## config.mk

```make
export PLATFORM = sky130hd
export DESIGN_NAME = mole_game_core_flat
export DESIGN_NICKNAME = d
export VERILOG_FILES = /design/src/rtl/mole_game_if.sv /design/src/rtl/mole_game_core.sv /design/src/flat_wrapper.sv
export SDC_FILE = /design/constraint.sdc
export NUM_CORES = 1
export LEC_CHECK = 0
export ABC_CLOCK_PERIOD_IN_PS = 6300
export BUFFER_PORTS_ARGS = -buffer_cell sky130_fd_sc_hd__buf_2
export CAP_MARGIN = 20
export CORE_ASPECT_RATIO = 0.8
export CORE_MARGIN = 8
export CORE_UTILIZATION = 50
export CTS_CLUSTER_SIZE = 12
export DETAILED_ROUTE_END_ITERATION = 16
export GPL_TIMING_DRIVEN = 0
export PLACE_DENSITY = 0.67
export SETUP_SLACK_MARGIN = 0.1
export SKIP_CTS_REPAIR_TIMING = 1
export SKIP_LAST_GASP = 1
export SYNTH_ARGS = -nofsm -noshare
export SYNTH_HDL_FRONTEND = slang
export SYNTH_SLANG_ARGS = --single-unit
```

## constraint.sdc

```tcl
create_clock -name clk -period 6.3 [get_ports clk]
set_input_delay 0.315 -clock clk [delete_from_list [all_inputs] [get_ports clk]]
set_output_delay 0.315 -clock clk [all_outputs]
set_load 0.02 [all_outputs]
```

## src/rtl/mole_game_if.sv

```systemverilog
// mole_game_if
//   Groups the game engine's input controls and display/score outputs.
//   Signals:
//     start      new-game pulse from the control front end
//     hit_in     debounced, clk-synchronous button levels (one per hole)
//     mole_out   mole LEDs: one-hot while a mole is up, all ones when over
//     score      correct-hit count (saturating)
//     misses     miss count (wrong hole or timeout)
//     hit_pulse  one-cycle pulse per scored hit
//     game_over  high while the game is over
//   Modports:
//     master  front end / display side (drives start and hit_in)
//     slave   the game engine (drives the outputs)
interface mole_game_if #(
  parameter int N_HOLES = 4,
  parameter int SCORE_W = 4,
  parameter int MISS_W  = 2
);
  logic               start;
  logic [N_HOLES-1:0] hit_in;
  logic [N_HOLES-1:0] mole_out;
  logic [SCORE_W-1:0] score;
  logic [MISS_W-1:0]  misses;
  logic               hit_pulse;
  logic               game_over;

  modport master (
    output start, hit_in,
    input  mole_out, score, misses, hit_pulse, game_over
  );

  modport slave (
    input  start, hit_in,
    output mole_out, score, misses, hit_pulse, game_over
  );
endinterface

```

## src/rtl/mole_game_core.sv

```systemverilog
// mole_game_core
//   Whack-a-mole game engine. Raises one pseudo-randomly chosen mole at a time
//   for a bounded window, scores correct hits, counts misses (wrong hole or
//   timeout) and ends the game after MAX_MISSES misses.
//   Ports:
//     clk    system clock, rising edge
//     rst_n  asynchronous active-low reset
//     bus    mole_game_if.slave: start, hit_in in; mole_out, score, misses,
//            hit_pulse, game_over out (all outputs registered)
module mole_game_core #(
  parameter int         N_HOLES    = 4,
  parameter int         SCORE_W    = 4,
  parameter int         UP_CYCLES  = 16,
  parameter int         GAP_CYCLES = 4,
  parameter int         MAX_MISSES = 3,
  parameter logic [7:0] LFSR_SEED  = 8'hA5
) (
  input logic        clk,
  input logic        rst_n,
  mole_game_if.slave bus
);

  localparam int MISS_W = $clog2(MAX_MISSES + 1);
  localparam int HOLE_W = $clog2(N_HOLES);
  localparam int TMR_MAX = (UP_CYCLES > GAP_CYCLES) ? UP_CYCLES : GAP_CYCLES;
  localparam int TMR_W  = $clog2(TMR_MAX + 1);

  typedef enum logic [1:0] {
    S_IDLE = 2'd0,
    S_GAP  = 2'd1,
    S_UP   = 2'd2,
    S_OVER = 2'd3
  } state_t;

  state_t             state_q, state_d;
  logic [TMR_W-1:0]   timer_q, timer_d;
  logic [HOLE_W-1:0]  prev_hole_q, prev_hole_d;
  logic [7:0]         lfsr_q, lfsr_d;
  logic [N_HOLES-1:0] hit_q;
  logic               ready_q;
  logic [N_HOLES-1:0] mole_q, mole_d;
  logic [SCORE_W-1:0] score_q, score_d;
  logic [MISS_W-1:0]  misses_q, misses_d;
  logic               hit_pulse_q, hit_pulse_d;
  logic               game_over_q, game_over_d;

  logic [N_HOLES-1:0] rise_s;
  logic [N_HOLES-1:0] tgt_s;
  logic [N_HOLES-1:0] sel_onehot_s;
  logic [7:0]         idx_raw_s;
  logic [7:0]         idx_sel_s;
  logic [HOLE_W-1:0]  hole_sel_s;
  logic [MISS_W-1:0]  misses_inc_s;
  logic               good_s;
  logic               wrong_s;
  logic               timeout_s;

  // One-hot mask for a hole index.
  function automatic logic [N_HOLES-1:0] onehot(input logic [HOLE_W-1:0] idx);
    onehot = {{(N_HOLES-1){1'b0}}, 1'b1} << idx;
  endfunction

  // Button edge detect, target mask, hit classification and next-hole choice.
  always_comb begin
    rise_s       = bus.hit_in & ~hit_q;
    tgt_s        = onehot(prev_hole_q);
    good_s       = |(rise_s & tgt_s);
    wrong_s      = |(rise_s & ~tgt_s);
    timeout_s    = (timer_q == TMR_W'(UP_CYCLES - 1));
    misses_inc_s = misses_q + MISS_W'(1'b1);
    lfsr_d       = {lfsr_q[6:0], lfsr_q[7] ^ lfsr_q[5] ^ lfsr_q[4] ^ lfsr_q[3]};
    idx_raw_s    = lfsr_q % 8'(N_HOLES);
    // Bump past the previous hole so the same hole never comes up twice in a row.
    if (idx_raw_s == 8'(prev_hole_q)) begin
      idx_sel_s = (idx_raw_s == 8'(N_HOLES - 1)) ? 8'd0 : (idx_raw_s + 8'd1);
    end else begin
      idx_sel_s = idx_raw_s;
    end
    hole_sel_s   = HOLE_W'(idx_sel_s);
    sel_onehot_s = onehot(hole_sel_s);
  end

  // Game FSM next-state and registered-output values.
  always_comb begin
    state_d     = state_q;
    timer_d     = timer_q;
    prev_hole_d = prev_hole_q;
    mole_d      = mole_q;
    score_d     = score_q;
    misses_d    = misses_q;
    hit_pulse_d = 1'b0;
    game_over_d = game_over_q;
    case (state_q)
      S_IDLE, S_OVER: begin
        // ready_q masks a start that coincides with reset release.
        if (bus.start && ready_q) begin
          state_d     = S_GAP;
          timer_d     = {TMR_W{1'b0}};
          score_d     = {SCORE_W{1'b0}};
          misses_d    = {MISS_W{1'b0}};
          mole_d      = {N_HOLES{1'b0}};
          game_over_d = 1'b0;
        end else begin
          state_d = state_q;
        end
      end
      S_GAP: begin
        mole_d = {N_HOLES{1'b0}};
        if (timer_q == TMR_W'(GAP_CYCLES - 1)) begin
          state_d     = S_UP;
          timer_d     = {TMR_W{1'b0}};
          prev_hole_d = hole_sel_s;
          mole_d      = sel_onehot_s;
        end else begin
          timer_d = timer_q + TMR_W'(1'b1);
        end
      end
      S_UP: begin
        // Any wrong rise wins over a simultaneous correct rise; a correct
        // rise on the last cycle beats the timeout.
        if (wrong_s || (!good_s && timeout_s)) begin
          misses_d = misses_inc_s;
          timer_d  = {TMR_W{1'b0}};
          if (misses_inc_s == MISS_W'(MAX_MISSES)) begin
            state_d     = S_OVER;
            mole_d      = {N_HOLES{1'b1}};
            game_over_d = 1'b1;
          end else begin
            state_d = S_GAP;
            mole_d  = {N_HOLES{1'b0}};
          end
        end else if (good_s) begin
          if (score_q != {SCORE_W{1'b1}}) begin
            score_d = score_q + SCORE_W'(1'b1);
          end else begin
            score_d = score_q;
          end
          hit_pulse_d = 1'b1;
          state_d     = S_GAP;
          timer_d     = {TMR_W{1'b0}};
          mole_d      = {N_HOLES{1'b0}};
        end else begin
          timer_d = timer_q + TMR_W'(1'b1);
        end
      end
      default: begin
        state_d     = S_IDLE;
        timer_d     = {TMR_W{1'b0}};
        mole_d      = {N_HOLES{1'b0}};
        game_over_d = 1'b0;
      end
    endcase
  end

  // State, LFSR, edge register and output flops.
  always_ff @(posedge clk or negedge rst_n) begin
    if (!rst_n) begin
      state_q     <= S_IDLE;
      timer_q     <= {TMR_W{1'b0}};
      prev_hole_q <= {HOLE_W{1'b0}};
      lfsr_q      <= LFSR_SEED;
      hit_q       <= {N_HOLES{1'b0}};
      ready_q     <= 1'b0;
      mole_q      <= {N_HOLES{1'b0}};
      score_q     <= {SCORE_W{1'b0}};
      misses_q    <= {MISS_W{1'b0}};
      hit_pulse_q <= 1'b0;
      game_over_q <= 1'b0;
    end else begin
      state_q     <= state_d;
      timer_q     <= timer_d;
      prev_hole_q <= prev_hole_d;
      lfsr_q      <= lfsr_d;
      hit_q       <= bus.hit_in;
      ready_q     <= 1'b1;
      mole_q      <= mole_d;
      score_q     <= score_d;
      misses_q    <= misses_d;
      hit_pulse_q <= hit_pulse_d;
      game_over_q <= game_over_d;
    end
  end

  assign bus.mole_out  = mole_q;
  assign bus.score     = score_q;
  assign bus.misses    = misses_q;
  assign bus.hit_pulse = hit_pulse_q;
  assign bus.game_over = game_over_q;

endmodule

```

## src/flat_wrapper.sv

```systemverilog
// flat-port wrapper written by rule: the top's interface ports become plain ports
module mole_game_core_flat 
#(
  parameter int         N_HOLES    = 4,
  parameter int         SCORE_W    = 4,
  parameter int         UP_CYCLES  = 16,
  parameter int         GAP_CYCLES = 4,
  parameter int         MAX_MISSES = 3,
  parameter logic [7:0] LFSR_SEED  = 8'hA5
)
  (clk, rst_n, bus_start, bus_hit_in, bus_mole_out, bus_score, bus_misses, bus_hit_pulse, bus_game_over);
  mole_game_if #(.N_HOLES(N_HOLES), .SCORE_W(SCORE_W), .MISS_W(2)) bus_i ();
  input logic clk;
  input logic rst_n;
  input wire logic [$bits(bus_i.start)-1:0] bus_start;
  input wire logic [$bits(bus_i.hit_in)-1:0] bus_hit_in;
  output wire logic [$bits(bus_i.mole_out)-1:0] bus_mole_out;
  output wire logic [$bits(bus_i.score)-1:0] bus_score;
  output wire logic [$bits(bus_i.misses)-1:0] bus_misses;
  output wire logic [$bits(bus_i.hit_pulse)-1:0] bus_hit_pulse;
  output wire logic [$bits(bus_i.game_over)-1:0] bus_game_over;
  assign bus_i.start = bus_start;
  assign bus_i.hit_in = bus_hit_in;
  assign bus_mole_out = bus_i.mole_out;
  assign bus_score = bus_i.score;
  assign bus_misses = bus_i.misses;
  assign bus_hit_pulse = bus_i.hit_pulse;
  assign bus_game_over = bus_i.game_over;
  mole_game_core #(.N_HOLES(N_HOLES), .SCORE_W(SCORE_W), .UP_CYCLES(UP_CYCLES), .GAP_CYCLES(GAP_CYCLES), .MAX_MISSES(MAX_MISSES), .LFSR_SEED(LFSR_SEED)) u_core (.clk(clk), .rst_n(rst_n), .bus(bus_i));
endmodule
```

; After elaboration in Yosys (flattened, before gate mapping)
; Index checks and enable logic that the tools add are counted.
[word_totals]
ff_bits = 34
inputBits = 7
output_inout_bits = 12
word_cells = 90
[op_classes]
n_addsub = 4
eq_ne = 17
n_shift = 2
mux = 33
bitwise = 8
reduce_logical = 15
[op_table]
columns = op, count
row1 = two-way mux 4 bit, 8
row2 = two-way mux 5 bit, 4
row3 = two-way mux 2 bit, 9
row4 = one-hot mux 5 bit (3 select lines), 1
row5 = AND 4 bit, 3
row6 = "!= test 2 x 1 -> 1 bit, second input constant", 6
row7 = one-hot mux 4 bit (3 select lines), 1
row8 = "equality test 2 bit, second input constant", 4
row9 = NOT 4 bit, 2
row10 = one-hot mux 4 bit (2 select lines), 1
row11 = OR reduction 4 bit, 2
row12 = "left shift 1 x 2 -> 4 bit, first input constant", 2
row13 = two-way mux 1 bit, 6
row14 = one-hot mux 2 bit (3 select lines), 1
row15 = AND reduction 3 bit, 2
row16 = "adder 5 x 1 -> 5 bit, second input constant", 1
row17 = "equality test 5 x 2 -> 1 bit, second input constant", 1
row18 = "equality test 5 x 4 -> 1 bit, second input constant", 1
row19 = AND reduction 5 bit, 1
row20 = "adder 2 x 1 -> 2 bit, second input constant", 2
row21 = "adder 4 x 1 -> 4 bit, second input constant", 1
row22 = "!= test 4 bit, second input constant", 1
row23 = one-hot mux 2 bit (2 select lines), 1
row24 = AND reduction 2 bit, 2
row25 = other kinds (13), 16

; Logic depth before layout (Yosys ltp)
[logic_depth]
depth_word = 9
ltp_mapped = 9
depth_no_buf = 8

; Worst setup path after synthesis
; Ideal clock, no wire load.
[synth_path]
path_type = flip-flop to flip-flop
startpoint = register u_core.state_q[0]
endpoint = register u_core.score_q[3], in the netlist u_core.bus.score[3]
setup_ns = 0.078
t_arrival_ns = 2.158
required_time_ns = 6.222
path_slack_ns = 4.064
stages_incl_launch_ff = 10
n_path_buf = 1
synth_period_minus_slack_ns = 2.236
path_cell_list = dfrtp_1 inv_1 ha_1 a21boi_1 or2_1 clkbuf_1 a311oi_2 o21ai_2 or3_1 a21oi_1
[synth_via]
elab_chain_len = 4
word_cells_on_any_way = 11
cone_classes = 6 x eq/ne / 1 x mux / 4 x reduce/logical
[synth_lines]
columns = element, line_no
row1 = from (decl), mole_game_core.sv:35  ; state_t state_q, state_d;
row2 = from (signal assigned), mole_game_core.sv:170  ; state_q <= state_d;
row3 = equality test 2 bit / zero test 2 bit (equally long branches), mole_game_core.sv:93  ; case (state_q)
row4 = OR reduction 2 bit, mole_game_core.sv:93
row5 = != test 2 x 1 -> 1 bit (no line) / nonzero test 2 bit (equally long branches), n/a
row6 = AND reduction 5 bit (no line), n/a
row7 = to (signal assigned), mole_game_core.sv:165  ; score_q <= {SCORE_W{1'b0}};
row8 = to (signal assigned), mole_game_core.sv:177  ; score_q <= score_d;
row9 = to (decl), mole_game_core.sv:42  ; logic [SCORE_W-1:0] score_q, score_d;
; Several ways; a longest one is shown, not always the timed one.
; A chain may end at the register's enable or synchronous reset.

; Final worst setup path
; Same ends and word-level chain as after synthesis.

==> results.py <==
metrics = {
    "grt": {
        "overflow": 0,
        "grt_pass1_wl_mm": 5.30,
        "track_usage_pct": 12.6,
        "grt_max_degree": 35,
        "grt_pass1_vias": 1187,
        "antenna_found_initial": 0,
    },
    "cts": {
        "htree_levels": 2,
        "cts_buffers": 5,
        "path_clk_slew_ns": 0.07,
        "insertion_delay_ns": 0.29,
        "clock-root-buffer": "clkbuf_8",
        "cts_buffer_depth": 2,
        "clock-sinks": 34,
        "cts_tree": "done",
    },
    "synthesis": {
        "synth.top_cell.area_share_pct": 44.4,
        "synth.most_common_cell": "dfrtp_1",
        "synth_common_cells": "dfrtp_1, nand2_1, ha_1",
        "synth.distinct_cells": 44,
        "synth_seq_cells": 34,
        "synth_edf_count": 0,
        "synth_area_leaders": "dfrtp_1, dfstp_2, ha_1, nand2b_4, a22o_1",
        "ys_seq_area_share_pct": 50.7,
        "postSynthCellCount": 149,
        "syn_nets": 164,
        "async_flop_share_pct": 100,
        "yosys_warnings": 0,
        "yosys.area.top_type": "dfrtp_1",
        "syn_avg_cell_area_sq_um": 11.3,
        "yosys_most_used_dff": "dfrtp_1",
        "syn_area_sq_mm": 0.00169,
    },
    "floorplanning": {
        "die_area_sq_mm": 0.00551,
        "die_w_microns": 81.0,
        "die_y_microns": 68.0,
        "io_pins": 19,
        "rows": 19,
        "start_util_pct": 50.8,
        "coreArea_sq_mm": 0.00333,
    },
    "cells_and_area": {
        "synthToLayoutAreaGrowth_pct": 14.1,
        "antennaDiodeCount": 0,
        "finalNonFillerCells": 217,
        "drive_gt1_share_pct": 22.9,
        "fin_nets": 189,
    },
    "power_and_ir_drop": {
        "netSwitchingFraction_pct": 38.4,
        "power.switching_uw": 267,
        "pwr-share-clk_pct": 23.8,
        "comb_power_share_pct": 37.9,
        "leakage_uw": 0.000931,
        "p_per_area_mw_per_mm2": 361,
        "seq_power_share_pct": 38.3,
        "ir_drop_v": 0.000266,
        "p_int_uw": 428,
    },
    "timing": {
        "setup_violations": 0,
        "fin_crit_sh_pct": 40.8,
        "hold_viol_final": 0,
        "period_minus_slack_ns": 2.57,
        "maxSlewViolCount": 0,
        "hold_ws_ns": 0.0816,
        "rsz0062_at_grt": "no",
        "max_freq_mhz": 389,
        "setup_tns_ns": 0,
        "tightest_slew_ns": 0.725,
        "clock_skew_ns": 0.00784,
        "slew_headroom_pct": 51.7,
        "setup_ws_ns": 3.73,
    },
    "critical_path": {
        "critPathRequiredTime_ns": 6.51,
        "crit_type": "register to register",
        "worstPathArrival_ns": 2.78,
        "worstSetupEndpointType": "register",
        "critPathMaxFanout": 10,
        "start_kind": "register",
    },
    "drt": {
        "first_pass_iters": 4,
        "via_count": 1211,
        "wire_per_inst_microns": 14.5,
        "route.detailed.drc": 0,
        "initialDrtViolationCount": 45,
        "wirelength_mm": 3.15,
        "drtAntennaViolNets": 0,
        "via_per_inst": 5.58,
    },
    "placed_design": {
        "dp_hpwl_mm": 2.27,
        "gp_congestion": 0.769,
        "dp.cells": 209,
        "pre_cts_ws_ns": 3.73,
        "port_buffers": 18,
    },
    "status": {
        "status": "completed",
    },
    "worst_hold_path": {
        "hold_class": "input port to async pin",
    },
    "run": {
        "drv_cap": 0,
    },
}
-- layout make-up --
type	instances	area, sq um
plain buffers	3	12.5
flip-flops and latches	34	856
well taps	42	52.6
repair buffers	18	90.1
clock inverters	2	12.5
multi-input cells	106	798
fillers	292	1400
clock buffers	6	82.6
inverters	6	22.5
-- final timing paths --
| path | from | endpoint | slack, ns | cells past startpoint |
|---|---|---|---|---|
| max in group asynchronous | rst_n | u_core.bus.mole_out[2] | 5.75 | 1 |
| min in group clk | bus_hit_in[2] | u_core.hit_q[2] | 0.18 | 1 |
| setup / recovery | u_core.state_q[0] | u_core.bus.score[3] | 3.73 | 9 |
| setup reg to reg | u_core.state_q[0] | u_core.bus.score[3] | 3.73 | 9 |
| hold / removal | rst_n | u_core.hit_q[2] | 0.08 | 1 |
| hold reg to reg | u_core.lfsr_q[6] | u_core.lfsr_q[7] | 0.36 | 0 |
-- worst max-delay path: stages, from the launching register on --
cell,delay (ns)
dfrtp_1,0.38
inv_1,0.08
ha_1,0.38
a21boi_1,0.26
or2_1,0.26
clkbuf_1,0.18
a311oi_2,0.28
o21ai_2,0.15
or3_1,0.36
a21oi_1,0.16
-- cells in the final DEF, fill, tap and decap left out, types with 3 or more instances in the layout --
| cell type | n |
|---|---|
| buf_2 | 19 |
| a21o_1 | 4 |
| nor2b_1 | 3 |
| nand2b_4 | 4 |
| a32o_1 | 4 |
| nor2_1 | 6 |
| o21ai_0 | 4 |
| clkbuf_8 | 6 |
| xor2_1 | 3 |
| nand3_1 | 5 |
| o211ai_1 | 4 |
| inv_1 | 6 |
| dfrtp_1 | 30 |
| nand2_1 | 13 |
| nand2b_1 | 5 |
| ha_1 | 8 |
| nand3b_1 | 3 |
| dfstp_2 | 4 |
| a21oi_1 | 3 |
| xnor2_1 | 4 |
| a22o_1 | 6 |
-- per-layer routing --
| metal | vias to the layer above | track usage [%] | part of all wire, % |
|---|---|---|---|
| met4 | 0 | 6.00 | 1.7 |
| met2 | 22 | 19.2 | 46 |
| li1 | 590 | - | - |
| met3 | 6 | 4.59 | 6.2 |
| met5 | - | 0 | 0 |
| met1 | 593 | 15.6 | 46 |
-- through the flow --
step	total power [uW]	util (%)	cell area (sq um)
finish	695	57.9	1930
global route	749	57.9	1930
CTS	705	57.9	1930
detailed placement	535	55.0	1830
global placement	520	55.0	1830
floorplan	466	-	1690
-- cell families after synthesis --
kind of cell               after synthesis  synth area share [%]
adders and majority gates                8                  5.93
AOI/OAI and AO/OA                       38                  17.5
other                                    1                 0.222
buffers and inverters                    9                  2.07
muxes                                    3                  2.52
xor gates and xnor gates                 7                  3.63
DFF                                     34                  50.7
and+or+nand+nor                         49                  17.5
-- power by group through the flow --
| stage | Sequential (uW) | Combinational [uW] | Clock (uW) |
|---|---|---|---|
| after floorplan | 276 | 190 | 0 |
| after global placement | 267 | 252 | 0 |
| after detailed placement | 270 | 265 | 0 |
| after CTS | 266 | 266 | 172 |
| after global routing | 270 | 296 | 183 |
| final | 266 | 264 | 165 |
-- registers in the layout (all words and copies together) (netlist names) --
register	count
u_core.bus.score	4
u_core.hit_q	4
u_core.state_q	2
u_core.bus.mole_out	4
u_core.ready_q	1
u_core.bus.game_over	1
u_core.lfsr_q	8
u_core.timer_q	5
u_core.bus.hit_pulse	1
u_core.bus.misses	2
u_core.prev_hole_q	2
No activity file was read; power rests on OpenSTA's default activity.
